--- src/rtl/seq_sub_nbit.sv ---
// Digit-serial subtractor: d = x - y - b_in, one k-bit chunk per clock, LSB first.
// Start/done handshake; d and b_out hold the last completed result.
module seq_sub_nbit #(
  parameter int unsigned n = 34,
  parameter int unsigned k = 8
) (
  input  logic         clk,
  input  logic         rst,
  input  logic         start,
  input  logic [n-1:0] x,
  input  logic [n-1:0] y,
  input  logic         b_in,
  output logic [n-1:0] d,
  output logic         b_out,
  output logic         busy,
  output logic         done
);

  localparam int unsigned C  = (n + k - 1) / k;
  localparam int unsigned CW = $clog2(C + 1);
  localparam int unsigned PW = C * k;
  localparam int unsigned KW = k + 1;

  localparam logic [0:0] IDLE = 1'b0;
  localparam logic [0:0] RUN  = 1'b1;

  logic [0:0]    state_q, state_d;
  logic [n-1:0]  x_q, x_d, y_q, y_d;
  logic [n-1:0]  acc_q, acc_d;
  logic [n-1:0]  d_q, d_d;
  logic [CW-1:0] idx_q, idx_d;
  logic          borrow_q, borrow_d;
  logic          b_out_q, b_out_d;
  logic          busy_q, busy_d;
  logic          done_q, done_d;

  logic [PW-1:0] x_pad, y_pad;
  logic [k-1:0]  xc, yc;
  logic [KW-1:0] diff;
  logic [n-1:0]  acc_next;

  // Zero padding above bit n-1 keeps the borrow out of bit k equal to the
  // borrow out of bit n-1 on a short final chunk.
  assign x_pad = PW'(x_q);
  assign y_pad = PW'(y_q);

  always_ff @(posedge clk or posedge rst) begin
    if (rst) begin
      state_q  <= IDLE;
      x_q      <= '0;
      y_q      <= '0;
      acc_q    <= '0;
      d_q      <= '0;
      idx_q    <= '0;
      borrow_q <= 1'b0;
      b_out_q  <= 1'b0;
      busy_q   <= 1'b0;
      done_q   <= 1'b0;
    end else begin
      state_q  <= state_d;
      x_q      <= x_d;
      y_q      <= y_d;
      acc_q    <= acc_d;
      d_q      <= d_d;
      idx_q    <= idx_d;
      borrow_q <= borrow_d;
      b_out_q  <= b_out_d;
      busy_q   <= busy_d;
      done_q   <= done_d;
    end
  end

  always_comb begin
    state_d  = state_q;
    x_d      = x_q;
    y_d      = y_q;
    acc_d    = acc_q;
    d_d      = d_q;
    idx_d    = idx_q;
    borrow_d = borrow_q;
    b_out_d  = b_out_q;
    busy_d   = busy_q;
    done_d   = 1'b0;
    xc       = '0;
    yc       = '0;

    for (int c = 0; c < int'(C); c++) begin
      if (idx_q == CW'(c)) begin
        xc = x_pad[c*k +: k];
        yc = y_pad[c*k +: k];
      end
    end

    diff = KW'(xc) - KW'(yc) - KW'(borrow_q);

    // Only the n real result bits of the current chunk are updated.
    acc_next = acc_q;
    for (int b = 0; b < int'(n); b++) begin
      if (idx_q == CW'(b / int'(k))) acc_next[b] = diff[b % int'(k)];
    end

    case (state_q)
      IDLE: begin
        if (start) begin
          state_d  = RUN;
          x_d      = x;
          y_d      = y;
          borrow_d = b_in;
          idx_d    = '0;
          acc_d    = '0;
          busy_d   = 1'b1;
        end
      end
      RUN: begin
        acc_d    = acc_next;
        borrow_d = diff[k];
        idx_d    = idx_q + CW'(1);
        if (idx_q == CW'(C - 1)) begin
          state_d = IDLE;
          idx_d   = '0;
          d_d     = acc_next;
          b_out_d = diff[k];
          busy_d  = 1'b0;
          done_d  = 1'b1;
        end
      end
      default: state_d = IDLE;
    endcase
  end

  assign d     = d_q;
  assign b_out = b_out_q;
  assign busy  = busy_q;
  assign done  = done_q;

endmodule

--- config.mk ---
export PLATFORM = sky130hd
export DESIGN_NAME = seq_sub_nbit
export DESIGN_NICKNAME = d
export VERILOG_FILES = /design/src/rtl/seq_sub_nbit.sv
export SDC_FILE = /design/constraint.sdc
export NUM_CORES = 1
export LEC_CHECK = 0
export ABC_AREA = 1
export BUFFER_PORTS_ARGS = -buffer_cell sky130_fd_sc_hd__buf_2
export CAP_MARGIN = 30
export CELL_PAD_IN_SITES_DETAIL_PLACEMENT = 1
export CELL_PAD_IN_SITES_GLOBAL_PLACEMENT = 1
export CORE_MARGIN = 2
export CORE_UTILIZATION = 38
export DETAILED_ROUTE_END_ITERATION = 10
export PLACE_DENSITY = 0.84
export SLEW_MARGIN = 20
export SYNTH_ARGS = -nofsm -noshare
export SYNTH_HDL_FRONTEND = slang
export SYNTH_SLANG_ARGS = --single-unit
--- constraint.sdc ---
create_clock -name clk -period 4.1 [get_ports clk]
set_input_delay 0.205 -clock clk [delete_from_list [all_inputs] [get_ports clk]]
set_output_delay 0.205 -clock clk [all_outputs]
set_load 0.01 [all_outputs]
After elaboration in Yosys (flattened, before gate mapping)
Index checks and enable logic that the tools add are counted.
{ "totals": {"register_bits": 144, "input_bits": 72, "wordCells": 83} }
{ "op_classes": {"addsub": 3, "n_eq_ne": 6, "muxes": 59, "bitwise": 1, "reduce_logical": 4} }
{ "op_table": {"columns": ["operator", "n"], "rows": [
  ["two-way mux 8 bit", 10],
  ["case mux 34 bit (2 select lines)", 1],
  ["two-way mux 1 bit", 41],
  ["two-way mux 34 bit", 1],
  ["subtractor 8 x 8 -> 9 bit", 1],
  ["subtractor 9 x 1 -> 9 bit", 1],
  ["== test 3 x 2 -> 1 bit (second input constant)", 2],
  ["two-way mux 3 bit", 2],
  ["case mux 1 bit (2 select lines)", 3],
  ["case mux 3 bit (2 select lines)", 1],
  ["AND reduction 2 bit", 3],
  ["adder 3 x 1 -> 3 bit (second input constant)", 1],
  ["== test 3 x 1 -> 1 bit (second input constant)", 1],
  ["== test 3 bit (second input constant)", 1],
  ["logical NOT 3 bit", 1],
  ["inequality test 2 x 1 -> 1 bit (second input constant)", 1],
  ["inequality test 2 bit (second input constant)", 1],
  ["NOT 1 bit", 1]
]} }

Longest topological paths before layout
{ "logic_depth": {"word_depth": 10, "ltp_mapped": 26, "mapped_depth_nobuf": 25} }

Least setup slack after synthesis
OpenSTA, ideal clock, no wires.
{ "synth_timing": {"kind": "flip-flop to flip-flop", "start": "register idx_q[0]", "end": "register d_q[14], in the netlist d[14]", "setup_ns": 0.066, "arrival_time_ns": 3.294, "t_required_ns": 4.034, "path_slack_ns": 0.740, "stages_incl_launch_ff": 23, "synth_period_minus_slack_ns": 3.360, "cell_sequence": "dfrtp_1 ha_1 ha_1 buf_2 inv_1 clkbuf_1 clkbuf_1 o21ai_0 a21oi_1 fa_1 inv_1 fa_1 nor2_1 o21ai_0 nand2_1 nand2_1 nand2_1 nand3_1 nand2_1 inv_1 o21ai_0 nand2_1 nand2_1"} }
{ "synth_between": {"elab_chain_cells": 9} }
{ "synth_rtl": {"columns": ["element", "line_no", "source"], "rows": [
  ["start, declared", "31", "logic [CW-1:0] idx_q, idx_d;"],
  ["start signal, assigned", "65", "idx_q <= idx_d;"],
  ["logical NOT 3 bit", "88", "if (idx_q == CW'(c)) begin"],
  ["two-way mux 8 bit (5 in a row)", "88", null],
  ["subtractor 8 x 8 -> 9 bit", "94", "diff = KW'(xc) - KW'(yc) - KW'(borrow_q);"],
  ["subtractor 9 x 1 -> 9 bit", "94", null],
  ["two-way mux 1 bit", "99", "if (idx_q == CW'(b / int'(k))) acc_next[b] = diff[b % int'(k)];"],
  ["end signal, assigned", "53", "d_q <= '0;"],
  ["end signal, assigned", "64", "d_q <= d_d;"],
  ["end, declared", "30", "logic [n-1:0] d_q, d_d;"]
]} }
Several ways; a longest one is shown, not always the timed one.
A chain may end at the register's enable or synchronous reset.

Worst setup path in the final report
{ "layout_timing": {"start": "register idx_q[0]", "end": "register d_q[6], in the netlist d[6]"} }
{ "layout_between": {"elab_chain_cells": 9} }
{ "layout_rtl": {"columns": ["element", "line_no"], "rows": [
  ["logical NOT 3 bit", "88, 99"],
  ["two-way mux 8 bit (5 in a row)", "88"],
  ["subtractor 8 x 8 -> 9 bit", "94"],
  ["subtractor 9 x 1 -> 9 bit", "94"],
  ["two-way mux 1 bit", "99"]
]} }
Several ways; a longest one is shown, not always the timed one.

==> flow_summary.yaml <==
floorplanning:
  io-pin-count: 109
  core-area_um2: 17300
  die_y_um: 137
  die_w_um: 137
  initial_core_util: 0.389
  die_area_um2: 18800
  fp-row-count: 48
yosys:
  synth-main-ff-cell: "dfrtp_1"
  synth-async-reset-ratio: 1.00
  ys_top_cells_by_count: "nand2_1, dfrtp_1, o21ai_0, inv_1, nand3_1"
  netlist_area_um2: 6740
  synth_edf_count: 0
  synth-seq-cells: 142
  yosysMostFrequentCell: "nand2_1"
  synth_top_area_cell: "dfrtp_1"
  ys.warnings.count: 0
  postSynthAreaPerCell_um2: 8.19
  netlist_instances: 822
  synth-seq-area-share: 0.528
  postSynthNetCount: 913
  synthTopCellsByArea: "dfrtp_1, nand2_1, o21ai_0, inv_1, ha_1"
  synth_top_area_share: 0.528
  synth_cell_types: 39
layout:
  antennaDiodeCount: 0
  n_fill_cell: 2070
  design_area_um2: 8680
  drive_gt1_frac: 0.193
  fin_nets: 1075
  synthToLayoutAreaGrowth_pct: 28.8
place:
  port_buffers: 108
  dpl.hpwl_um: 13700
  placed_area_um2: 7510
  dp_slack_ps: 54.0
  place.gp.congestion: 0.840
critical_path:
  r2r_slack_ps: 340
  worstSetupStartpoint: "idx_q[0]"
  critical_path_arrival_ps: 4040
  reg2reg_depth: 23
  startpoint_type: "register"
  crit_required_ps: 4390
  worstSetupPathType: "reg -> reg"
  r2r-end: "d[6]"
  cp_max_fo: 6
  rr_startpoint: "idx_q[0]"
  endpoint: "d[6]"
  cp-end-kind: "register"
route:
  dr_total_vias: 6155
  first_pass_iters: 5
  first_iter_violations: 279
  finalWirelength_um: 21000
  viasPerCell: 5.04
  drc_errors: 0
  routedWlPerCell_um: 17.2
  ant_nets: 0
sta:
  worstMarginPinSlew_ps: 766
  final-hold-violation-count: 0
  final_max_slew_viol_count: 0
  fin_crit_sh: 0.916
  slew_headroom: 0.490
  hold_ws_ps: 7.33
  rsz0062_at_grt: "no"
  tns_ps: 0
  clock_skew_ps: 8.07
  period_needed_ps: 3760
  setup_viol: 0
  fmax_ghz: 0.266
  setup_ws_ps: 343
cts:
  clk_root_buffer_cell: "clkbuf_16"
  cts.htree.levels: 4
  clockBufferDepth: 2
  cts_tree: "built"
  path_clk_slew_ps: 60
  cts_buffers: 17
  clock_latency_ps: 430
  cts.sinks: 142
global_route:
  antenna_found_initial: 0
  grt_pass1_wl_um: 34800
  grt_max_degree: 100
  grt_pass1_vias: 6804
  grt_usage: 0.242
  overflow: 0
run:
  cap_violations: 0
status:
  status: "finished clean"
hold_path:
  hp-class: "in -> reg"
==> per-stage QoR <==
stage / utilization / instances
after floorplan: - / 822
after global placement: 0.434 / 1130
after detailed placement: 0.434 / 1130
after CTS: 0.498 / 1217
after global routing: 0.502 / 1221
final: 0.502 / 1221
==> cell type report <==
type                       instances  area [µm²]  area share
sequential                       142        3550       0.410
clock inverter                    12        90.1      0.0104
multi-input combinational        574        2780       0.320
clock buffer                      19         443      0.0511
inverter                          63         241      0.0278
timing repair buffer             186        1290       0.149
tap                              225         282      0.0324
==> layer usage <==
metal  GRT usage  wire, µm
met1       0.309      9310
met2       0.410     10400
met3      0.0437       911
met4      0.0888       423
met5           0         0
==> cell families after synthesis <==
kind of cell	count (synthesis)	share of synthesized area
buf+inv	106	0.0628
flops	142	0.528
compound gates	133	0.112
xor+xnor	3	0.00502
simple gates	419	0.255
fa+ha+maj	19	0.0375
==> flip-flops by register name, indices dropped and copies added, names as in the netlist <==
register,flops
borrow_q,1
y_q,34
x_q,34
done,1
busy,1
b_out,1
acc_q,32
state_q,1
d,34
idx_q,3
==> worst min-delay path by stage <==
stage / cells after the start / startpoint / end / slack (ps)
final: 3 / y[26] / y_q[26] / 7
after global routing: 3 / x[13] / x_q[13] / 7
after CTS: 2 / rst / x_q[0] / 2
after detailed placement: 3 / y[3] / y_q[3] / 400
after global placement: 3 / y[3] / y_q[3] / 410
after floorplan: 2 / x[0] / x_q[0] / 310
==> worst max-delay path, cell delays in order, from the launching register on <==
cell	delay (ps)
dfrtp_1	420
inv_1	110
ha_2	210
inv_1	40
nor2_1	150
inv_2	110
nor2_4	220
a22oi_1	100
o211ai_1	170
o21ai_0	110
a21oi_1	230
fa_1	200
inv_1	60
fa_1	430
nor2_1	160
o21ai_1	120
nand2_1	80
nand2_1	50
nand2_1	70
nand2_1	50
nand2_1	60
nand2_1	70
o21ai_1	240
o21ai_0	130
==> timing repair <==
item,CTS,global route
endpoints found under the hold margin,56,39
gates resized for setup,0,11
buffers inserted,0,2
setup endpoints to repair,0,35
hold buffers,56,1
==> cell usage in the layout (no fill, tap or decap), drive strengths merged, types with 13 or more instances in the layout <==
master         n
nand2        350
nand3         40
o21ai         87
dlygate4sd3   57
ha            17
inv           62
nor2          15
buf          129
a21oi         13
dfrtp        142
clkbuf        19
Power is not shown: default switching activity piles up to over one toggle a cycle in this logic, so the estimate is an artifact.
